**config.mk**
```make
export PLATFORM = sky130hd
export DESIGN_NAME = gonso_job_sequencer
export DESIGN_NICKNAME = d
export VERILOG_FILES = /design/src/rtl/gonso_seq_pkg.sv /design/src/rtl/gonso_sync_fifo.sv /design/src/rtl/gonso_job_sequencer.sv
export SDC_FILE = /design/constraint.sdc
export NUM_CORES = 1
export LEC_CHECK = 0
export ABC_AREA = 1
export CORE_ASPECT_RATIO = 1.4
export CORE_UTILIZATION = 55
export DETAILED_ROUTE_END_ITERATION = 12
export PLACE_DENSITY = 0.77
export SLEW_MARGIN = 10
export SYNTH_ARGS = -nofsm -noshare
export SYNTH_HDL_FRONTEND = slang
export SYNTH_SLANG_ARGS = --single-unit
```
**constraint.sdc**
```tcl
create_clock -name clk -period 5.2 [get_ports clk]
set_input_delay 1.04 -clock clk [delete_from_list [all_inputs] [get_ports clk]]
set_output_delay 1.04 -clock clk [all_outputs]
set_load 0.01 [all_outputs]
```
**src/rtl/gonso_seq_pkg.sv**
```systemverilog
// Shared definitions for the gonso job sequencer: register map, STATUS/CTRL
// bit positions, sequencer state encoding and the core data width.
package gonso_seq_pkg;

  localparam int DATA_W = 20;

  localparam logic [3:0] OFF_CTRL     = 4'h0;
  localparam logic [3:0] OFF_STATUS   = 4'h4;
  localparam logic [3:0] OFF_IN_DATA  = 4'h8;
  localparam logic [3:0] OFF_OUT_DATA = 4'hC;

  localparam int CTRL_START  = 0;
  localparam int CTRL_IRQ_EN = 1;
  localparam int CTRL_CLEAR  = 2;

  localparam int ST_BUSY    = 0;
  localparam int ST_DONE    = 1;
  localparam int ST_IN_CNT  = 4;
  localparam int ST_OUT_CNT = 8;
  localparam int ST_IN_OVF  = 12;
  localparam int ST_OUT_UNF = 13;

  typedef enum logic [1:0] {
    IDLE = 2'd0,
    RUN  = 2'd1,
    DONE = 2'd2
  } state_t;

endpackage

```
**src/rtl/gonso_sync_fifo.sv**
```systemverilog
// Single-clock FIFO with show-ahead head, occupancy count and synchronous
// flush. A push into a full FIFO is accepted only when a pop frees a slot
// in the same cycle; pops on an empty FIFO are ignored.
module gonso_sync_fifo #(
  parameter int WIDTH = 20,
  parameter int DEPTH = 8,
  localparam int AW = $clog2(DEPTH),
  localparam int CW = AW + 1
) (
  input  logic             clk,
  input  logic             rst_n,
  input  logic             flush,
  input  logic             push,
  input  logic [WIDTH-1:0] din,
  input  logic             pop,
  output logic [WIDTH-1:0] dout,
  output logic             full,
  output logic             empty,
  output logic [CW-1:0]    count
);

  logic [WIDTH-1:0] mem [DEPTH];
  logic [AW-1:0]    wr_ptr;
  logic [AW-1:0]    rd_ptr;
  logic             do_push;
  logic             do_pop;

  assign empty   = (count == '0);
  assign full    = (count == CW'(DEPTH));
  assign do_pop  = pop & ~empty;
  assign do_push = push & (~full | do_pop);
  assign dout    = mem[rd_ptr];

  // Pointer and occupancy bookkeeping; flush empties the FIFO outright.
  always_ff @(posedge clk or negedge rst_n) begin
    if (!rst_n) begin
      wr_ptr <= '0;
      rd_ptr <= '0;
      count  <= '0;
    end else if (flush) begin
      wr_ptr <= '0;
      rd_ptr <= '0;
      count  <= '0;
    end else begin
      if (do_push) wr_ptr <= wr_ptr + 1'b1;
      if (do_pop)  rd_ptr <= rd_ptr + 1'b1;
      case ({do_push, do_pop})
        2'b10:   count <= count + 1'b1;
        2'b01:   count <= count - 1'b1;
        default: count <= count;
      endcase
    end
  end

  // Storage array; contents need no reset since count gates visibility.
  always_ff @(posedge clk) begin
    if (do_push && !flush) mem[wr_ptr] <= din;
  end

endmodule

```
**src/rtl/gonso_job_sequencer.sv**
```systemverilog
// Wishbone-mapped job sequencer for the 20-bit gonso core. Operands queue in
// an input FIFO, are issued one per cycle while RUN, tracked through a
// CORE_LAT-deep valid pipe, and results land in an output FIFO. Issue is
// throttled so that results already queued plus those in flight never exceed
// the output FIFO depth, which makes output overflow impossible.
module gonso_job_sequencer
  import gonso_seq_pkg::*;
#(
  parameter int          CORE_LAT   = 2,
  parameter int          FIFO_DEPTH = 8,
  parameter logic [31:0] BASE_ADDR  = 32'h3003_0010
) (
  input  logic              clk,
  input  logic              rst_n,
  input  logic              wbs_cyc_i,
  input  logic              wbs_stb_i,
  input  logic              wbs_we_i,
  input  logic [3:0]        wbs_sel_i,
  input  logic [31:0]       wbs_adr_i,
  input  logic [31:0]       wbs_dat_i,
  output logic [31:0]       wbs_dat_o,
  output logic              wbs_ack_o,
  output logic [DATA_W-1:0] core_input,
  input  logic [DATA_W-1:0] core_output,
  output logic              irq
);

  localparam int CW = $clog2(FIFO_DEPTH) + 1;

  state_t              state_q;
  state_t              state_d;
  logic [CORE_LAT-1:0] vld_pipe;
  logic [7:0]          inflight;
  logic                reserve_ok;
  logic                issue;
  logic                capture;

  logic                ack_q;
  logic [31:0]         dat_q;
  logic [31:0]         rdata;
  logic                wb_acc;
  logic                wb_hit;
  logic [3:0]          wb_off;
  logic                wb_wr;
  logic                wb_rd;
  logic                wr_ctrl;
  logic                wr_status;
  logic                wr_in;
  logic                rd_out;
  logic                start_req;
  logic                clear_req;

  logic                irq_en;
  logic                irq_q;
  logic                done_flag;
  logic                in_ovf;
  logic                out_unf;
  logic                in_ovf_set;
  logic                out_unf_set;

  logic [DATA_W-1:0]   in_head;
  logic [DATA_W-1:0]   out_head;
  logic                in_full;
  logic                in_empty;
  logic                out_full;
  logic                out_empty;
  logic [CW-1:0]       in_count;
  logic [CW-1:0]       out_count;
  logic                unused_ok;

  // A new access is taken only while ack is low, so every access is two
  // cycles and all side effects fire exactly once, on the edge raising ack.
  assign wb_acc    = wbs_cyc_i & wbs_stb_i & ~ack_q;
  assign wb_hit    = (wbs_adr_i[31:4] == BASE_ADDR[31:4]);
  assign wb_off    = {wbs_adr_i[3:2], 2'b00};
  assign wb_wr     = wb_acc & wbs_we_i & (|wbs_sel_i) & wb_hit;
  assign wb_rd     = wb_acc & ~wbs_we_i & wb_hit;
  assign wr_ctrl   = wb_wr & (wb_off == OFF_CTRL);
  assign wr_status = wb_wr & (wb_off == OFF_STATUS);
  assign wr_in     = wb_wr & (wb_off == OFF_IN_DATA);
  assign rd_out    = wb_rd & (wb_off == OFF_OUT_DATA);
  assign start_req = wr_ctrl & wbs_dat_i[CTRL_START];
  assign clear_req = wr_ctrl & wbs_dat_i[CTRL_CLEAR];

  assign in_ovf_set  = wr_in & in_full & ~issue;
  assign out_unf_set = rd_out & out_empty;

  assign issue      = (state_q == RUN) & ~in_empty & reserve_ok & ~clear_req;
  assign capture    = vld_pipe[CORE_LAT-1] & ~clear_req;
  assign reserve_ok = (8'(out_count) + inflight) < 8'(FIFO_DEPTH);

  assign wbs_ack_o = ack_q;
  assign wbs_dat_o = dat_q;
  assign irq       = irq_q;
  assign unused_ok = ^{wbs_adr_i[1:0], wbs_dat_i[31:DATA_W], out_full};

  gonso_sync_fifo #(.WIDTH(DATA_W), .DEPTH(FIFO_DEPTH)) u_in_fifo (
    .clk   (clk),
    .rst_n (rst_n),
    .flush (clear_req),
    .push  (wr_in),
    .din   (wbs_dat_i[DATA_W-1:0]),
    .pop   (issue),
    .dout  (in_head),
    .full  (in_full),
    .empty (in_empty),
    .count (in_count)
  );

  gonso_sync_fifo #(.WIDTH(DATA_W), .DEPTH(FIFO_DEPTH)) u_out_fifo (
    .clk   (clk),
    .rst_n (rst_n),
    .flush (clear_req),
    .push  (capture),
    .din   (core_output),
    .pop   (rd_out),
    .dout  (out_head),
    .full  (out_full),
    .empty (out_empty),
    .count (out_count)
  );

  // Number of results currently travelling through the core.
  always_comb begin
    inflight = '0;
    for (int i = 0; i < CORE_LAT; i++) inflight = inflight + 8'(vld_pipe[i]);
  end

  // Next-state: start only from IDLE, drain to DONE, clear overrides all.
  always_comb begin
    state_d = state_q;
    case (state_q)
      IDLE: if (start_req) state_d = RUN;
      RUN:  if (in_empty && !wr_in && inflight == 8'd0) state_d = DONE;
      DONE: state_d = IDLE;
      default: state_d = IDLE;
    endcase
    if (clear_req) state_d = IDLE;
  end

  // Register read mux; unmapped and write-only locations read as zero.
  always_comb begin
    rdata = '0;
    if (wb_rd) begin
      case (wb_off)
        OFF_CTRL:   rdata[CTRL_IRQ_EN] = irq_en;
        OFF_STATUS: begin
          rdata[ST_BUSY]           = (state_q != IDLE);
          rdata[ST_DONE]           = done_flag;
          rdata[ST_IN_CNT +: 4]    = 4'(in_count);
          rdata[ST_OUT_CNT +: 4]   = 4'(out_count);
          rdata[ST_IN_OVF]         = in_ovf;
          rdata[ST_OUT_UNF]        = out_unf;
        end
        OFF_OUT_DATA: if (!out_empty) rdata[DATA_W-1:0] = out_head;
        default: ;
      endcase
    end
  end

  // Sequencer state, valid pipe, issued operand and completion interrupt.
  always_ff @(posedge clk or negedge rst_n) begin
    if (!rst_n) begin
      state_q    <= IDLE;
      vld_pipe   <= '0;
      core_input <= '0;
      irq_q      <= 1'b0;
    end else begin
      state_q <= state_d;
      irq_q   <= (state_d == DONE) && irq_en;
      if (issue) core_input <= in_head;
      if (clear_req) begin
        vld_pipe <= '0;
      end else begin
        for (int i = CORE_LAT - 1; i > 0; i--) vld_pipe[i] <= vld_pipe[i-1];
        vld_pipe[0] <= issue;
      end
    end
  end

  // Bus handshake and registered read data.
  always_ff @(posedge clk or negedge rst_n) begin
    if (!rst_n) begin
      ack_q <= 1'b0;
      dat_q <= '0;
    end else begin
      ack_q <= wb_acc;
      dat_q <= rdata;
    end
  end

  // Control bits and sticky flags; a set in the same cycle beats a W1C.
  always_ff @(posedge clk or negedge rst_n) begin
    if (!rst_n) begin
      irq_en    <= 1'b0;
      done_flag <= 1'b0;
      in_ovf    <= 1'b0;
      out_unf   <= 1'b0;
    end else begin
      if (wr_ctrl) irq_en <= wbs_dat_i[CTRL_IRQ_EN];
      if (state_q == DONE && !clear_req)         done_flag <= 1'b1;
      else if (wr_status && wbs_dat_i[ST_DONE])  done_flag <= 1'b0;
      if (in_ovf_set)                            in_ovf    <= 1'b1;
      else if (wr_status && wbs_dat_i[ST_IN_OVF]) in_ovf   <= 1'b0;
      if (out_unf_set)                           out_unf   <= 1'b1;
      else if (wr_status && wbs_dat_i[ST_OUT_UNF]) out_unf <= 1'b0;
    end
  end

endmodule
```
* Word level (Yosys, flattened, before mapping)
Memories as Yosys holds them, arrays and structs flattened. A register that Yosys moved wholly into a read port is not among the register bits.
Cells that the tools add are included.
** Storage, ports and cells
- Word-level logic and storage cells :: 137
- Memories :: 2
- Bits in writable memories :: 320
- Flip-flop bits (word level) :: 50
- Input port bits :: 93
- Output and inout port bits :: 54
** Memory list
- u_in_fifo.mem :: depth 8, bits a word 20, rd ports 1, clocked after Yosys merged registers in 1, write ports 1, line gonso_sync_fifo.sv:22 : logic [WIDTH-1:0] mem [DEPTH];
- u_out_fifo.mem :: depth 8, bits a word 20, rd ports 1, clocked after Yosys merged registers in 0, write ports 1, line gonso_sync_fifo.sv:22
** Operators by class
- Eq/ne operators :: 13
- Multiplexer cells :: 34
- Reductions and logical operators :: 28
- Bitwise logic cells :: 34
- Order comparisons :: 1
- Add/subtract/negate cells :: 10
** Operators by type and width (number)
- two-way mux 20 bit :: 2
- equality test 28 x 26 -> 1 bit, second input constant :: 1
- AND 1 bit :: 24
- two-way mux 3 bit :: 8
- one-hot mux 10 bit (2 select lines) :: 1
- one-hot mux 4 bit (2 select lines) :: 2
- nonzero test 2 bit :: 8
- adder 3 x 1 -> 3 bit, second input constant :: 4
- equality test 2 bit, second input constant :: 6
- zero test 4 bit :: 3
- two-way mux 1 bit :: 10
- two-way mux 2 bit :: 5
- logical AND 1 bit :: 9
- adder 4 x 1 -> 4 bit, second input constant :: 2
- adder 4 x 8 -> 8 bit :: 1
- equality test 2 x 1 -> 1 bit, second input constant :: 4
- equality test 4 bit, second input constant :: 2
- zero test 8 bit :: 1
- < comparator 8 x 4 -> 1 bit, second input constant :: 1
- two-way mux 4 bit :: 2
- inverter 1 bit :: 8
- subtractor 4 x 1 -> 4 bit, second input constant :: 2
- two-way mux 6 bit :: 1
- nonzero test 3 bit :: 2
- 8 further kinds :: 11

* Longest topological paths before layout
- Depth in word-level cells :: 15
- Depth in mapped cells :: 19
- Depth with buffers taken out :: 19

* By module
A second synthesis with hierarchy kept.
** Second synthesis, totals
- Cells, all modules :: 1460
- Area total of the unflattened synthesis :: 16276.9 sq um
** Modules (own cells, without submodules)
- gonso_sync_fifo :: cells each 586, sequential area each 5054.8 sq um, area an instance 6965.4 sq um, instances 2
- gonso_job_sequencer :: cells each 288, sequential area each 1251.2 sq um, area an instance 2346.0 sq um, instances 1

* Least setup slack after synthesis
No wires, ideal clock.
- Kind :: input to register
- Start point :: input port wbs_adr_i[19]
- End point :: memory u_out_fifo.mem[0][0], enable pin
- Stages :: 11
- Library setup time :: 397 ps
- Data arrival time :: 2911 ps
- Buffers on the path :: 0
- Path slack :: 1893 ps
- Data required time :: 4803 ps
- Cell sequence :: nor2_1 -> nand2_1 -> nor2_1 -> nand2_2 -> nor2_8 -> nand3_1 -> nand2_1 -> nand3_2 -> inv_1 -> nand2_1 -> nor2_1
** On the way
- Longest elaborated chain between the ends :: 10
- Elaborated cells between the ends (all ways) :: 15
- Classes of those cells :: 1 x eq/ne; 2 x mux; 10 x bitwise; 2 x reduce/logical
** Ends and longest elaborated chain
- start, declared :: line gonso_job_sequencer.sv:19 : input logic [31:0] wbs_adr_i,
- equality test 28 x 26 -> 1 bit * :: line gonso_job_sequencer.sv:74 : assign wb_hit = (wbs_adr_i[31:4] == BASE_ADDR[31:4]);
- AND 1 bit :: line gonso_job_sequencer.sv:76 : assign wb_wr = wb_acc & wbs_we_i & (|wbs_sel_i) & wb_hit;
- AND 1 bit :: line gonso_job_sequencer.sv:78 : assign wr_ctrl = wb_wr & (wb_off == OFF_CTRL);
- AND 1 bit :: line gonso_job_sequencer.sv:83 : assign clear_req = wr_ctrl & wbs_dat_i[CTRL_CLEAR];
- inverter 1 bit :: line gonso_job_sequencer.sv:89 : assign capture = vld_pipe[CORE_LAT-1] & ~clear_req;
- AND 1 bit :: line gonso_job_sequencer.sv:89
- AND 1 bit :: line gonso_sync_fifo.sv:31 : assign do_push = push & (~full | do_pop);
- logical AND 1 bit * :: line gonso_sync_fifo.sv:57 : if (do_push && !flush) mem[wr_ptr] <= din;
- two-way mux 1 bit * :: line gonso_sync_fifo.sv:57
- two-way mux 1 bit (implied by the code) * :: line gonso_sync_fifo.sv:57
- end, declared :: line gonso_sync_fifo.sv:22
Every way passes the cells marked *; elsewhere a longest branch is shown, timed or not.

* Worst setup path in the final report
- Start point :: input port wbs_adr_i[15]
- End point :: register u_in_fifo.count[3]
** On the way
- Longest elaborated chain between the ends :: 12
- Elaborated cells between the ends (all ways) :: 15
- Classes of those cells :: 3 x eq/ne; 2 x mux; 9 x bitwise; 1 x reduce/logical
** Ends and longest elaborated chain
- equality test 28 x 26 -> 1 bit * :: line gonso_job_sequencer.sv:74
- AND 1 bit * :: line gonso_job_sequencer.sv:76
- AND 1 bit :: line gonso_job_sequencer.sv:78
- AND 1 bit :: line gonso_job_sequencer.sv:83
- inverter 1 bit :: line gonso_job_sequencer.sv:88 : assign issue = (state_q == RUN) & ~in_empty & reserve_ok & ~clear_req;
- AND 1 bit :: line gonso_job_sequencer.sv:88
- AND 1 bit :: line gonso_sync_fifo.sv:30 : assign do_pop = pop & ~empty;
- bitwise OR 1 bit :: line gonso_sync_fifo.sv:31
- AND 1 bit :: line gonso_sync_fifo.sv:31
- equality test 2 x 1 -> 1 bit or equality test 2 bit (tied branches) :: line gonso_sync_fifo.sv:47 : case ({do_push, do_pop})
- one-hot mux 4 bit (2 select lines) :: line gonso_sync_fifo.sv:47
- two-way mux 4 bit :: line gonso_sync_fifo.sv:40 : end else if (flush) begin
- end signal, assigned :: line gonso_sync_fifo.sv:48 : 2'b10: count <= count + 1'b1;
- end signal, assigned :: line gonso_sync_fifo.sv:49 : 2'b01: count <= count - 1'b1;
- end signal, assigned :: line gonso_sync_fifo.sv:50 : default: count <= count;
- end, declared :: line gonso_sync_fifo.sv:19 : output logic [CW-1:0] count
Marks and branches as above.
A chain may end at the register's enable or synchronous reset.

==> results.yml <==
place:
  gp_congestion: 0.7838
  port_buffers: 120
  dp_hpwl_um: 19990
  placed_cells: 1740
die:
  row_count: 72
  boundaryPins: 147
  core-area_mm2: 0.02784
  start_util_pct: 56.46
  die_y_um: 202.0
  die_w_um: 144.9
  die_area_mm2: 0.02927
routing:
  dr.pass1.iters: 5
  drcViolationCount: 0
  routed_wirelength_um: 34450
  vias: 10476
  wl_per_cell_um: 19.09
  first_iter_violations: 983
  ant_nets: 0
  vias_per_cell: 5.804
setup_path:
  crit_type: "in2reg"
  path_cells: "clkdlybuf4s50_1 -> nor2_1 -> nand2_1 -> nor2_1 -> nand2_2 -> nor2_8 -> nand4_4 -> nand3_2 -> inv_1 -> ha_1 -> a21oi_1 -> nand2_1 -> xor2_1 -> inv_1 -> nand4_1 -> nand2_1 -> nor2_1 -> nand2_1 -> nand2_1"
  startpoint: "wbs_adr_i[15]"
  endpoint: "u_in_fifo.count[3]$_DFFE_PN0P_"
  rr_endpoint: "u_in_fifo.mem[0][5]$_DFFE_PP_"
  cp_top_family: "simple AND/OR/NAND/NOR gates"
  critPathMaxFanout: 16
  cp_common_cell: "nand2_1"
  cp.arrival_ns: 3.76
  crit_slowest_cell: "clkdlybuf4s50_1"
  regToRegSetupSlack_ns: 2.16
  cp.buffers_inverters: 3
  critPathRequiredTime_ns: 5.61
  r2r-start: "vld_pipe[1]$_DFF_PN0_"
  path_depth: 19
  end_kind: "flip-flop"
  cp-start-kind: "input port"
  rr_worst_depth: 10
  cpPeakStageDelay_ns: 0.39
clock_network:
  cts_resized: 0
  cts_buffers: 37
  cts_hold_buffers: 0
  cts_root_buffer: "clkbuf_16"
  insertion_delay_ns: 0.51
  cts.sinks: 390
  clk_pin_slew_worst_paths_ns: 0.07
  postCtsSetupBuffers: 0
  h-tree-depth: 2
  tritoncts: "yes"
  clockBufferDepth: 3
power:
  vdd_ir_drop_max_uv: 278.4
  power_density_mw_per_mm2: 338.6
  finalPower_mw: 6.296
  p_leak_nw: 6.736
hold_path:
  hold_class: "reg2reg"
finish:
  diodes: 0
  final_core_util_pct: 66.80
  layout.nets: 1515
  drive_gt1_share_pct: 9.129
  final_cells: 1805
  nFillCells: 1938
  synthToLayoutAreaGrowth_pct: 18.31
timing:
  fin_crit_ns: 3.348
  hold_viol: 0
  relSlewSlack_pct: 31.56
  skew_ns: 0.009483
  drv_slew: 0
  holdWs_ns: 0.5084
  max_freq_mhz: 298.7
  post-route-period-util_pct: 64.39
  setup_tns_ns: 0
  worstMarginPinSlew_ns: 1.027
  setup_violations: 0
  rsz0062_at_grt: "false"
yosys:
  yosysWarnings: 0
  synth_top_area_share_pct: 61.14
  ys_top_cells_by_area: "edfxtp_1 (61%), dfrtp_1 (11%), nor2_1 (5.5%), o21ai_0 (5.4%), nand2_1 (3.5%)"
  synthArstFlopShare_pct: 17.95
  synth_common_cells: "edfxtp_1 (320), nor2_1 (232), o21ai_0 (169)"
  synthMostInstantiatedCell: "edfxtp_1"
  syn_inst: 1286
  syn_avg_cell_area_um2: 12.22
  ys.flop_type: "edfxtp_1"
  synth.distinct_cells: 44
  synthesis.area_mm2: 0.01572
  synth_edf_count: 320
  yosysSeqAreaShare_pct: 72.28
  synth_seq_cells: 390
  synth_top_area_cell: "edfxtp_1"
global_route:
  grt_antenna_before_repair: 0
  grt_start_max_net_pins: 85
  grt_overflow: 0
  grt_pass1_vias: 10480
  grt_use_total_pct: 24.21
  grt_first_pass_wirelength_um: 53700
status:
  status: "complete, no violations"
flow_run:
  cap_violations: 0
==> how the worst min path moves through the flow <==
stage                                     start                    end  slack [ns]  cells past startpoint
after floorplan           done_flag$_DFFE_PN0P_  done_flag$_DFFE_PN0P_        0.46                      1
after global placement    done_flag$_DFFE_PN0P_  done_flag$_DFFE_PN0P_        0.48                      1
after detailed placement  vld_pipe[0]$_DFF_PN0_  vld_pipe[1]$_DFF_PN0_        0.49                      2
after CTS                 done_flag$_DFFE_PN0P_  done_flag$_DFFE_PN0P_        0.51                      1
after global routing      done_flag$_DFFE_PN0P_  done_flag$_DFFE_PN0P_        0.56                      1
final                     vld_pipe[0]$_DFF_PN0_  vld_pipe[1]$_DFF_PN0_        0.51                      2
==> state kept, by name, summed over array words and instances (netlist names), 2 cells and up <==
signal,flops
u_in_fifo.mem,160
u_out_fifo.mem,160
core_input,20
wbs_dat_o,20
u_in_fifo.count,4
u_out_fifo.count,4
u_in_fifo.rd_ptr,3
u_in_fifo.wr_ptr,3
u_out_fifo.rd_ptr,3
u_out_fifo.wr_ptr,3
state_q,2
vld_pipe,2
==> metrics by stage <==
step	worst slack (ns)	instance area [µm²]
2_1_floorplan	1.893	15760
3_3_place_gp	1.364	17330
3_5_place_dp	1.311	17330
4_1_cts	1.853	18600
5_1_grt	1.570	18600
6_report	1.852	18600
==> where the power goes <==
part           internal [mW]  switching [mW]
registers               3.38        0.000325
logic                 0.0560          0.0640
clock network           1.70            1.09
total                   5.14            1.16
==> kinds of logic (layout without fill, tap and decap cells) <==
logic type | count (synthesis) | count (layout) | synth area share, %
other | 1 | 12 | 0.02386
muxes | 1 | 1 | 0.07164
and+or+nand+nor | 431 | 431 | 11.35
buffers and inverters | 131 | 269 | 3.614
DFF | 390 | 390 | 72.28
AOI/OAI and AO/OA | 314 | 314 | 11.25
xor gates and xnor gates | 5 | 5 | 0.2786
adders and majority gates | 13 | 13 | 1.130
==> placed cells by master, fill, tap and decap left out, types with 3 or more instances in the layout <==
master | netlist | final
nand2_2 | 3 | 3
dfrtp_1 | 70 | 68
bufinv_16 | 0 | 7
clkbuf_1 | 56 | 6
clkbuf_16 | 0 | 37
nand3_2 | 4 | 4
buf_4 | 13 | 33
edfxtp_1 | 320 | 320
o221ai_1 | 13 | 13
conb_1 | 1 | 12
clkinv_2 | 0 | 5
o21ai_0 | 169 | 169
nor2_1 | 232 | 216
a21oi_1 | 26 | 26
clkdlybuf4s50_1 | 0 | 119
a31oi_1 | 20 | 20
nand4_1 | 4 | 4
o22ai_1 | 65 | 65
o211ai_1 | 11 | 11
nor2_2 | 2 | 18
nand2_1 | 145 | 145
ha_1 | 11 | 11
nor3_1 | 3 | 3
xor2_1 | 5 | 5
inv_2 | 6 | 6
clkbuf_8 | 0 | 3
inv_1 | 45 | 45
clkinv_1 | 1 | 5
nand3_1 | 26 | 26
o21ai_1 | 6 | 6
==> tightest hold or removal path: cells and delay by family, from the launching register on <==
kind | cells | cell delay [ns]
DFF | 1 | 0.37
and+or+nand+nor | 1 | 0.06
buffers and inverters | 1 | 0.04
==> per-layer routing <==
layer | global-route usage [%] | up-vias | routed length (µm)
met5 | 0 | - | 0
met4 | 10.90 | 0 | 1072
met3 | 3.696 | 91 | 2215
met2 | 42.38 | 414 | 18320
met1 | 29.22 | 5141 | 12840
li1 | - | 4830 | -
==> layout make-up <==
type	instances	area (µm²)	area share (%)
inverter	52	195.2	1.050
clock buffer	46	989.7	5.322
tap	370	462.9	2.490
timing repair buffer	152	1439	7.738
sequential	390	11360	61.11
clock inverter	19	275.3	1.480
multi-input combinational	776	3870	20.81
Power figures use the tool's default switching activity.
